**config.mk**
```make
export PLATFORM = sky130hd
export DESIGN_NAME = trackball_scan_ctrl
export DESIGN_NICKNAME = d
export VERILOG_FILES = /design/src/rtl/trackball_scan_ctrl.sv
export SDC_FILE = /design/constraint.sdc
export NUM_CORES = 1
export LEC_CHECK = 0
export CORE_UTILIZATION = 40
export CTS_CLUSTER_DIAMETER = 200
export DETAILED_ROUTE_END_ITERATION = 10
export SLEW_MARGIN = 40
export SYNTH_ARGS = -nofsm -noshare
export SYNTH_HDL_FRONTEND = slang
export SYNTH_SLANG_ARGS = --single-unit
```
**constraint.sdc**
```tcl
create_clock -name clk -period 6 [get_ports clk]
set_input_delay 0.6 -clock clk [delete_from_list [all_inputs] [get_ports clk]]
set_output_delay 0.6 -clock clk [all_outputs]
set_load 0.01 [all_outputs]
```
**src/rtl/trackball_scan_ctrl.sv**
```systemverilog
// Time-multiplexed quadrature scanner: one shared decode/count datapath walks all
// trackball axes on each sample tick; the host reads counts through a req/ack port.
module trackball_scan_ctrl #(
  parameter int NAXES = 4,
  parameter int CNT_W = 7,
  parameter int DIV   = 64,
  parameter int SEL_W = 2
) (
  input  logic             clk,
  input  logic             clrn,
  input  logic [NAXES-1:0] ina,
  input  logic [NAXES-1:0] inb,
  input  logic             rd_req,
  input  logic [SEL_W-1:0] rd_sel,
  input  logic             rd_clr,
  output logic             rd_ack,
  output logic [CNT_W-1:0] rd_data,
  output logic [NAXES-1:0] err,
  output logic             busy
);
  localparam int PW = $clog2(DIV);
  localparam int IW = $clog2(NAXES);

  generate
    if (DIV < NAXES + 4) begin : g_bad_div
      $error("trackball_scan_ctrl: DIV must be >= NAXES+4");
    end
    if (SEL_W < IW) begin : g_bad_sel
      $error("trackball_scan_ctrl: SEL_W must be >= clog2(NAXES)");
    end
  endgenerate

  typedef enum logic [1:0] {ST_IDLE, ST_SNAP, ST_SCAN, ST_READ} state_t;

  state_t                        state_q, state_d;
  logic [NAXES-1:0]              sync_a1_q, sync_a1_d, sync_a2_q, sync_a2_d;
  logic [NAXES-1:0]              sync_b1_q, sync_b1_d, sync_b2_q, sync_b2_d;
  logic [NAXES-1:0]              snap_a_q, snap_a_d, snap_b_q, snap_b_d;
  logic [NAXES-1:0]              prev_a_q, prev_a_d, prev_b_q, prev_b_d;
  logic [NAXES-1:0][CNT_W-1:0]   cnt_q, cnt_d;
  logic [NAXES-1:0]              err_q, err_d;
  logic [PW-1:0]                 presc_q, presc_d;
  logic                          tick_pend_q, tick_pend_d;
  logic                          rd_pend_q, rd_pend_d;
  logic [SEL_W-1:0]              sel_q, sel_d;
  logic                          clr_q, clr_d;
  logic [IW-1:0]                 idx_q, idx_d;
  logic                          busy_q, busy_d;
  logic                          rd_ack_q, rd_ack_d;
  logic [CNT_W-1:0]              rd_data_q, rd_data_d;

  logic          tick;
  logic          sel_ok;
  logic [IW-1:0] sel_idx;
  logic          ch_a, ch_b, plus;

  assign tick    = (presc_q == PW'(DIV - 1));
  assign sel_ok  = (int'(sel_q) < NAXES);
  assign sel_idx = sel_q[IW-1:0];

  always_comb begin
    state_d     = state_q;
    sync_a1_d   = ina;
    sync_a2_d   = sync_a1_q;
    sync_b1_d   = inb;
    sync_b2_d   = sync_b1_q;
    snap_a_d    = snap_a_q;
    snap_b_d    = snap_b_q;
    prev_a_d    = prev_a_q;
    prev_b_d    = prev_b_q;
    cnt_d       = cnt_q;
    err_d       = err_q;
    presc_d     = tick ? '0 : presc_q + PW'(1);
    tick_pend_d = tick_pend_q;
    rd_pend_d   = rd_pend_q;
    sel_d       = sel_q;
    clr_d       = clr_q;
    idx_d       = idx_q;
    busy_d      = busy_q;
    rd_ack_d    = 1'b0;
    rd_data_d   = rd_data_q;
    ch_a        = 1'b0;
    ch_b        = 1'b0;
    plus        = 1'b0;

    case (state_q)
      ST_IDLE: begin
        // Reads win over a waiting tick; the ack cycle is the READ state itself.
        if (rd_pend_q) begin
          state_d   = ST_READ;
          rd_ack_d  = 1'b1;
          rd_pend_d = 1'b0;
          rd_data_d = sel_ok ? cnt_q[sel_idx] : '0;
          if (sel_ok && clr_q) begin
            cnt_d[sel_idx] = '0;
            err_d[sel_idx] = 1'b0;
          end
        end else if (tick_pend_q) begin
          state_d = ST_SNAP;
          busy_d  = 1'b1;
        end
      end
      ST_SNAP: begin
        snap_a_d    = sync_a2_q;
        snap_b_d    = sync_b2_q;
        tick_pend_d = 1'b0;
        idx_d       = '0;
        state_d     = ST_SCAN;
      end
      ST_SCAN: begin
        ch_a = snap_a_q[idx_q] ^ prev_a_q[idx_q];
        ch_b = snap_b_q[idx_q] ^ prev_b_q[idx_q];
        plus = (ch_a && (snap_a_q[idx_q] != snap_b_q[idx_q])) ||
               (ch_b && (snap_a_q[idx_q] == snap_b_q[idx_q]));
        if (ch_a && ch_b) begin
          err_d[idx_q] = 1'b1;
        end else if (ch_a || ch_b) begin
          cnt_d[idx_q] = plus ? cnt_q[idx_q] + CNT_W'(1) : cnt_q[idx_q] - CNT_W'(1);
        end
        prev_a_d[idx_q] = snap_a_q[idx_q];
        prev_b_d[idx_q] = snap_b_q[idx_q];
        if (int'(idx_q) == NAXES - 1) begin
          busy_d  = 1'b0;
          state_d = ST_IDLE;
        end else begin
          idx_d = idx_q + IW'(1);
        end
      end
      ST_READ: state_d = ST_IDLE;
      default: state_d = ST_IDLE;
    endcase

    // New events are applied last so they win over the clears above.
    if (tick) tick_pend_d = 1'b1;
    if (rd_req) begin
      rd_pend_d = 1'b1;
      sel_d     = rd_sel;
      clr_d     = rd_clr;
    end
  end

  always_ff @(posedge clk or negedge clrn) begin
    if (!clrn) begin
      state_q     <= ST_IDLE;
      sync_a1_q   <= '0;
      sync_a2_q   <= '0;
      sync_b1_q   <= '0;
      sync_b2_q   <= '0;
      snap_a_q    <= '0;
      snap_b_q    <= '0;
      prev_a_q    <= '0;
      prev_b_q    <= '0;
      cnt_q       <= '0;
      err_q       <= '0;
      presc_q     <= '0;
      tick_pend_q <= 1'b0;
      rd_pend_q   <= 1'b0;
      sel_q       <= '0;
      clr_q       <= 1'b0;
      idx_q       <= '0;
      busy_q      <= 1'b0;
      rd_ack_q    <= 1'b0;
      rd_data_q   <= '0;
    end else begin
      state_q     <= state_d;
      sync_a1_q   <= sync_a1_d;
      sync_a2_q   <= sync_a2_d;
      sync_b1_q   <= sync_b1_d;
      sync_b2_q   <= sync_b2_d;
      snap_a_q    <= snap_a_d;
      snap_b_q    <= snap_b_d;
      prev_a_q    <= prev_a_d;
      prev_b_q    <= prev_b_d;
      cnt_q       <= cnt_d;
      err_q       <= err_d;
      presc_q     <= presc_d;
      tick_pend_q <= tick_pend_d;
      rd_pend_q   <= rd_pend_d;
      sel_q       <= sel_d;
      clr_q       <= clr_d;
      idx_q       <= idx_d;
      busy_q      <= busy_d;
      rd_ack_q    <= rd_ack_d;
      rd_data_q   <= rd_data_d;
    end
  end

  assign rd_ack  = rd_ack_q;
  assign rd_data = rd_data_q;
  assign err     = err_q;
  assign busy    = busy_q;

endmodule

```
# [After elaboration in Yosys (flattened, before gate mapping)]
# Cells that the tools add are included.
# Widths: inputs -> output; s select.
[word_totals] reg_bits=88 inputBits=14 output_inout_bits=13 word_cells=123
[classes] n_addsub=4 order_cmp=4 eq_ne=17 muxes=50 bitwise_logic=7 n_reduce_logical=18
[op_table] cell="$mux 28" n=4
[op_table] cell="$pmux 28 s2" n=1
[op_table] cell="$mux 7" n=5
[op_table] cell="$and 28x28->28" n=1
[op_table] cell="$bmux 7 s2" n=2
[op_table] cell="$bwmux 28" n=1
[op_table] cell="$demux 7 s2" n=2
[op_table] cell="$not 28->28" n=1
[op_table] cell="$ne 2x2->1 const B" n=9
[op_table] cell="$mux 1" n=15
[op_table] cell="$mux 4" n=3
[op_table] cell="$bmux 1 s2" n=4
[op_table] cell="$bwmux 4" n=2
[op_table] cell="$mux 2" n=4
[op_table] cell="$pmux 2 s4" n=1
[op_table] cell="$pmux 4 s2" n=1
[op_table] cell="$reduce_and 4->1" n=2
[op_table] cell="$reduce_bool 2->1" n=4
[op_table] cell="$add 7x1->7 const B" n=1
[op_table] cell="$sub 7x1->7 const B" n=1
[op_table] cell="$add 6x1->6 const B" n=1
[op_table] cell="$eq 6x6->1 const B" n=1
[op_table] cell="$lt 2x3->1 const B" n=2
[op_table] cell="$mux 6" n=1
[op_table] cell="other kinds (19)" n=31

# [Logic depth before layout (Yosys ltp)]
# Gate-level depths: netlist (run 1).
[depth] ltp_word=10 mapped_depth=12 mapped_depth_nobuf=11

# [Least setup slack after synthesis (run 1)]
# Ideal clock, no wire load.
[synth_path] kind="register to register" from="register idx_q[0]" to="register cnt_q[6] in the netlist's numbering" setup_ps=66 t_arrival_ps=3414 required_time_ps=5934 slack_ps=2519 path_stages_with_launch=13 n_path_buf=1 synth_period_minus_slack_ps=3481 path_cell_list="dfrtp_1 > buf_6 > mux4_2 > mux2_2 > mux2i_4 > inv_2 > fa_1 > nor2b_1 > o21ai_0 > a211oi_1 > and4b_1 > a2111oi_4 > a22o_1"
[synth_between] elab_chain_cells=10 elab_cells_between_ends=34 classes_between="add/sub: 2; order compare: 2; eq/ne: 4; mux: 17; bitwise: 2; reduce/logical: 7"
[synth_rtl] item="start: declaration" line="47" rtl="logic [IW-1:0] idx_q, idx_d;"
[synth_rtl] item="start signal: assignment" line="181" rtl="idx_q <= idx_d;"
[synth_rtl] item="branches (longest 10 deep; another with $sub 7x1->7)"
[synth_rtl] item="end signal: assignment" line="174" rtl="cnt_q <= cnt_d;"
[synth_rtl] item="end: declaration" line="40" rtl="logic [NAXES-1:0][CNT_W-1:0] cnt_q, cnt_d;"
# Several ways; the timed one is not identified. The select of a mux whose other input is x is not followed.
# A chain may end at the register's enable or synchronous reset.

# [Worst setup path after layout (run 1)]
[layout_path] from="register idx_q[1]" to="register cnt_q[6] in the netlist's numbering"
# The elaborated chain is that of the path after synthesis.

==> reports/summary.txt, run 1 <==
Arr. time, crit path - 4360 ps
syn_area_per_cell - 13.5 um^2
Cell Chain, Critical Path - mux4_2, mux2_2, mux2i_4, inv_2, fa_1, nor2b_1, o21ai_0, a211oi_1, and4b_1, a2111oi_4, a22o_1
mux cell area share after synthesis - 18.1%
CTS resizes - 0
crit path launch type - register
I/O Pins - 27
clk_lat worst skew - 360 ps
EDFF count, synth - 0
CP delay by family, top - multiplexers
number of failing hold endpoints at the final stage - 0
Area growth syn-to-layout - 14.7%
first-pass GRT wire length - 13.7 mm
Synth Area in XOR/XNOR - 3.30%
vias in the first global route - 2639
Adder-Cell Fraction of Synth Area - 3.21%
H-tree levels - 3
unrepaired setup endpoints after global routing - no
final setup vio count - 0
hold crit path type - in2async
num rows - 36
synthesized instance count - 306
CTS Buffer Depth - 2
GRT Util Overall - 16.5%
Initial Util - 41.7%
CTS tree - built
Synth Flop Type - dfrtp_1
FILL cells - 895
n_diodes - 0
1st-pass router iterations - 4
Setup Skew - 10.2 ps
initial DRC count - 66
wire per inst - 17.1 um
TritonCTS Buffers - 9
Crit path required time - 6290 ps
WP buf/inv - 1
Ys Warns - 0
Yosys reg bits - 88
fmax - 246 MHz
Congestion Overflow GR - 0
antenna-violating nets left - 0
Final min period - 4060 ps
Crit Path Max Fanout - 17
Worst-Margin Slew - 801 ps
Max-Cap Viols - 0
status - finished, final reports clean
port bufs - 26
Die Span Y - 104 um
Post-Synth Simple-Gate Area - 5.87%
Clock Sinks - 88
Distinct cells, synth - 46
drt via density - 5.41
period utilisation layout - 67.7%
sequential-to-total area share from yosys stat - 53.2%
Slew Viols, Final - 0
slowest stage delay, CP - 870 ps
Syn Nets - 330
Final #Nets - 358
CTS Root Cell - clkbuf_8
postcts setup bufs - 0
worst reg2reg setup slack - 1940 ps
critical path endpoint category - register
CP max stage cell - dfrtp_1
Remaining DRCs - 0
Mapped Area - 4140 um^2
number of vias in the routed layout - 2552
Rel. slew slack - 46.6%
pin count of the biggest net entering global routing - 56
ys async rst share - 100%
clk slew on worst S/H paths - 90 ps
die area - 10800 um^2
Hold Buf Count CTS - 0
antenna violations before repair - 0
area fraction in compound gates after synthesis - 14.1%
layout cell share with drive strength beyond 1 - 23.0%
dpl hpwl - 5.47 mm
die width - 104 um
routability cong. - 0.851
Total Wirelength - 8.07 mm
Core Footprint - 9910 um^2
largest family of logic cells by synthesized area - multiplexers
critical path type - reg2reg
Setup TNS Final - 0 ps
## logic make-up (layout without fill, tap and decap cells)
family | Yosys count | after routing
flops | 88 | 88
compound gates | 77 | 77
fa+ha+maj | 10 | 10
mux | 49 | 49
buf+inv | 21 | 54
xor+xnor | 13 | 13
simple gates | 48 | 48
## worst paths after layout
check                             start           end  cells past startpoint
setup / recovery               idx_q[1]      cnt_q[6]                     11
hold / removal                     clrn      cnt_q[3]                      1
setup reg to reg               idx_q[1]      cnt_q[6]                     11
hold reg to reg            sync_a1_q[1]  sync_a2_q[1]                      0
max in group asynchronous          clrn      idx_q[0]                      2
min in group clk           sync_a1_q[1]  sync_a2_q[1]                      0
## cell type report
type	instances	area, um^2	share of cell area (%)
clock buffers	10	128	2.69
clock inverters	6	91.3	1.92
inverters	10	37.5	0.791
multi-input cells	197	1850	38.9
flip-flops and latches	88	2200	46.4
well taps	133	166	3.51
repair buffers	28	273	5.75
## worst reg2reg max path, stage by stage (launching register included)
cell and delay, ps:
dfrtp_1 870, mux4_2 470, mux2_2 380, mux2i_4 340
inv_2 140, fa_1 470, nor2b_1 170, o21ai_0 110
a211oi_1 320, and4b_1 260, a2111oi_4 290, a22o_1 190
## cells in the final DEF, fill, tap and decap left out, types with 5 or more instances in the layout
master	n
dfrtp_1	87
mux2_2	28
clkdlybuf4s50_1	25
a22o_1	24
mux4_2	17
a21oi_1	15
o21ai_0	14
nor2_1	12
nand2_1	10
inv_1	9
ha_1	9
clkbuf_8	9
xnor2_1	7
nand3_1	5
## through the flow
step / hold WS, ps / worst slack, ps / area, um^2 / utilization [%] / instances
finish: 177 / 1940 / 4750 / 47.9 / 472
global route: 203 / 1670 / 4750 / 47.9 / 472
CTS: 182 / 1930 / 4750 / 47.9 / 472
detailed placement: 335 / 1980 / 4530 / 45.7 / 456
global placement: 333 / 1770 / 4530 / 45.7 / 456
floorplan: 304 / 2520 / 4140 / - / 306
## sequential cells by signal, indices dropped and copies added, names as in the netlist, 2 cells and up
signal / cells
cnt_q: 28
sync_b2_q: 4
idx_q: 2
sync_a2_q: 4
prev_b_q: 4
prev_a_q: 4
presc_q: 6
rd_data: 7
err: 4
sel_idx: 2
snap_b_q: 4
snap_a_q: 4
sync_b1_q: 4
state_q: 2
sync_a1_q: 4
## metal layers
metal  GRT usage (%)  part of all wire [%]  up-vias  wire length (um)
met3            3.34                   4.0       11               324
met5               0                     0        -                 0
met2            27.0                    48       52              3910
met4            6.02                   1.5        0               118
met1            21.8                    46     1291              3720
li1                -                     -     1198                 -
## synth_stat cells (2+ instances only)
cell       count  area [um^2]
mux2_2        28          315
xor2_2         2         32.5
xnor2_1        7         61.3
nand3_1        5         25.0
nor2_1        12         45.0
inv_1          9         33.8
nor3b_1        2         15.0
nor2b_1        3         18.8
a22o_1        24          210
xor2_1         3         26.3
buf_1          4         15.0
o21ai_0       14         70.1
nand2_1       10         37.5
o21a_1         3         22.5
a21o_1         3         22.5
ha_1           9          113
o31ai_1        3         22.5
mux2i_1        3         30.0
o21ba_2        2         20.0
a21oi_1       15         75.1
nand2_2        4         25.0
nand2b_1       4         25.0
clkbuf_1       5         18.8
o2bb2ai_1      4         35.0
dfrtp_1       88         2200
nor3_1         4         20.0
mux4_2        17          383
Power of run 1 is not shown: default switching activity piles up to over one toggle a cycle in this logic, so the estimate is an artifact.
==> run 2: changes to the inputs <==
==> constraint.sdc (replaced) <==
create_clock -name clk -period 3.5 [get_ports clk]
set_input_delay 0.35 -clock clk [delete_from_list [all_inputs] [get_ports clk]]
set_output_delay 0.35 -clock clk [all_outputs]
set_load 0.01 [all_outputs]
==> reports/summary.txt, run 2 (synthesized netlist as in run 1, its figures left out) <==
TritonCTS Buffers - 9 (unchanged)
commonest non-fill, non-tap cell in the layout - dfrtp_1
Crit Path Max Fanout - 5 (-12)
Worst Setup SP - idx_q[0]
largest register by flop count - cnt_q
Layout Cells excl Fill - 483 (+2.3%)
layout cell share with drive strength beyond 1 - 27.1% (+4.1 points)
Remaining DRCs - 0 (unchanged)
clk slew on worst S/H paths - 90 ps (about the same)
Initial Util - 41.7% (unchanged)
drt via density - 5.52 (+2.2%)
Core Footprint - 9910 um^2 (unchanged)
post-layout util - 48.9% (+1.0 points)
failing checks - hold timing
clk_lat worst skew - 360 ps (about the same)
n_diodes - 0 (unchanged)
number of failing hold endpoints at the final stage - 5 (+5)
Setup Skew - 9.82 ps (-0.375 ps)
first-pass GRT wire length - 14.3 mm (+4.4%)
max reg flops - 28 (unchanged)
hold_ws - -4.00 ps (-181 ps)
initial DRC count - 77 (+17%)
Final min period - 3320 ps (-746 ps)
vias in the first global route - 2707 (+2.6%)
Arr. time, crit path - 3610 ps (-750 ps)
hold crit path type - in2async
r2r startpoint - idx_q[0]
multi-input logic area - 1870 um^2 (+1.4%)
Worst-Margin Slew - 749 ps (-51.8 ps)
Slew Viols, Final - 0 (unchanged)
register area - 2200 um^2 (unchanged)
Congestion Overflow GR - 0 (unchanged)
critical path type - reg2reg
Final #Nets - 369 (+3.1%)
die width - 104 um (unchanged)
Clock Sinks - 88 (unchanged)
Area growth syn-to-layout - 17.2%
GRT Util Overall - 17.2% (+0.72 points)
Max-Cap Viols - 0 (unchanged)
H-tree levels - 3 (unchanged)
dpl hpwl - 5.88 mm (+7.6%)
routability cong. - 0.862 (+1.4%)
CTS Root Cell - clkbuf_8
fmax - 301 MHz (+23%)
I/O Pins - 27 (unchanged)
period utilisation layout - 94.8% (+27 points)
most frequent cells in the layout - dfrtp_1, mux2_2, clkdlybuf4s50_1, a22o_1, mux4_2
pin count of the biggest net entering global routing - 76 (+36%)
CTS Buffer Depth - 2 (unchanged)
crit path launch type - register
CTS tree - built
number of vias in the routed layout - 2668 (+4.5%)
antenna violations before repair - 0 (unchanged)
1st-pass router iterations - 4 (unchanged)
Hold Buf Count CTS - 0 (unchanged)
port bufs - 26 (unchanged)
Crit path required time - 3790 ps (-2500 ps)
status - complete, but fails checks
num rows - 36 (unchanged)
placed cell count - 464 (+1.8%)
wire per inst - 17.5 um (+2.6%)
Total Wirelength - 8.48 mm (+5.0%)
Rel. slew slack - 50.0% (+3.3 points)
unrepaired setup endpoints after global routing - no
FILL cells - 915 (+2.2%)
Setup TNS Final - 0 ps (unchanged)
critical path endpoint category - register
Die Span Y - 104 um (unchanged)
die area - 10800 um^2 (unchanged)
final setup vio count - 0 (unchanged)
antenna-violating nets left - 0 (unchanged)
run 2: final timing paths:
path | slack [ps] | cells past startpoint | end
worst max-delay path | 180 | 11 | cnt_q[13]
max in group asynchronous | 2850 | 2 | err[0]
worst min-delay path | -4 | 1 | rd_data[3]
min in group clk | 360 | 0 | sync_a2_q[1]
worst min register to register | 360 | 0 | sync_a2_q[1]
worst max register to register | 180 | 11 | cnt_q[13]
run 2: repair_timing:
item | in CTS | in global routing
gates resized for setup | 2 | 7
buffers inserted | 0 | 3
pin swaps | 0 | 4
setup endpoints to repair | 4 | 6
run 2: stage by stage:
stage	area [um^2]	hold WS (ps)	setup slack (ps)
final	4850	-4.00	183
after global routing	4850	43.4	19.9
after CTS	4810	18.2	35.8
after detailed placement	4590	336	-43.7
after global placement	4590	332	111
after floorplan	4140	54.4	19.3
run 2: cell type report:
cell class                 instances  share of cell area, %
multi-input combinational        197                   38.6
clock buffer                      10                   2.84
sequential                        88                   45.4
tap                              133                   3.43
clock inverter                     6                   1.50
timing repair buffer              39                   7.41
inverter                          10                  0.774
run 2: routing by layer:
metal | global-route usage (%) | part of all wire [%] | vias up
met2 | 28.5 | 50 | 55
li1 | - | - | 1219
met1 | 22.5 | 44 | 1378
met4 | 6.63 | 2.3 | 0
met5 | 0 | 0 | -
met3 | 3.40 | 3.3 | 16
run 2: worst max-delay path, cell delays in order, from the launching register on:
cell and delay [ps]:
dfrtp_2 430, mux4_2 550, mux2_4 330, mux2i_4 240, inv_2 80, fa_2 390, nor2b_2 150, o21ai_1 80
a211oi_2 220, and4b_1 250, a2111oi_4 360, a22o_1 190
Power of run 2 is left out for the same reason.
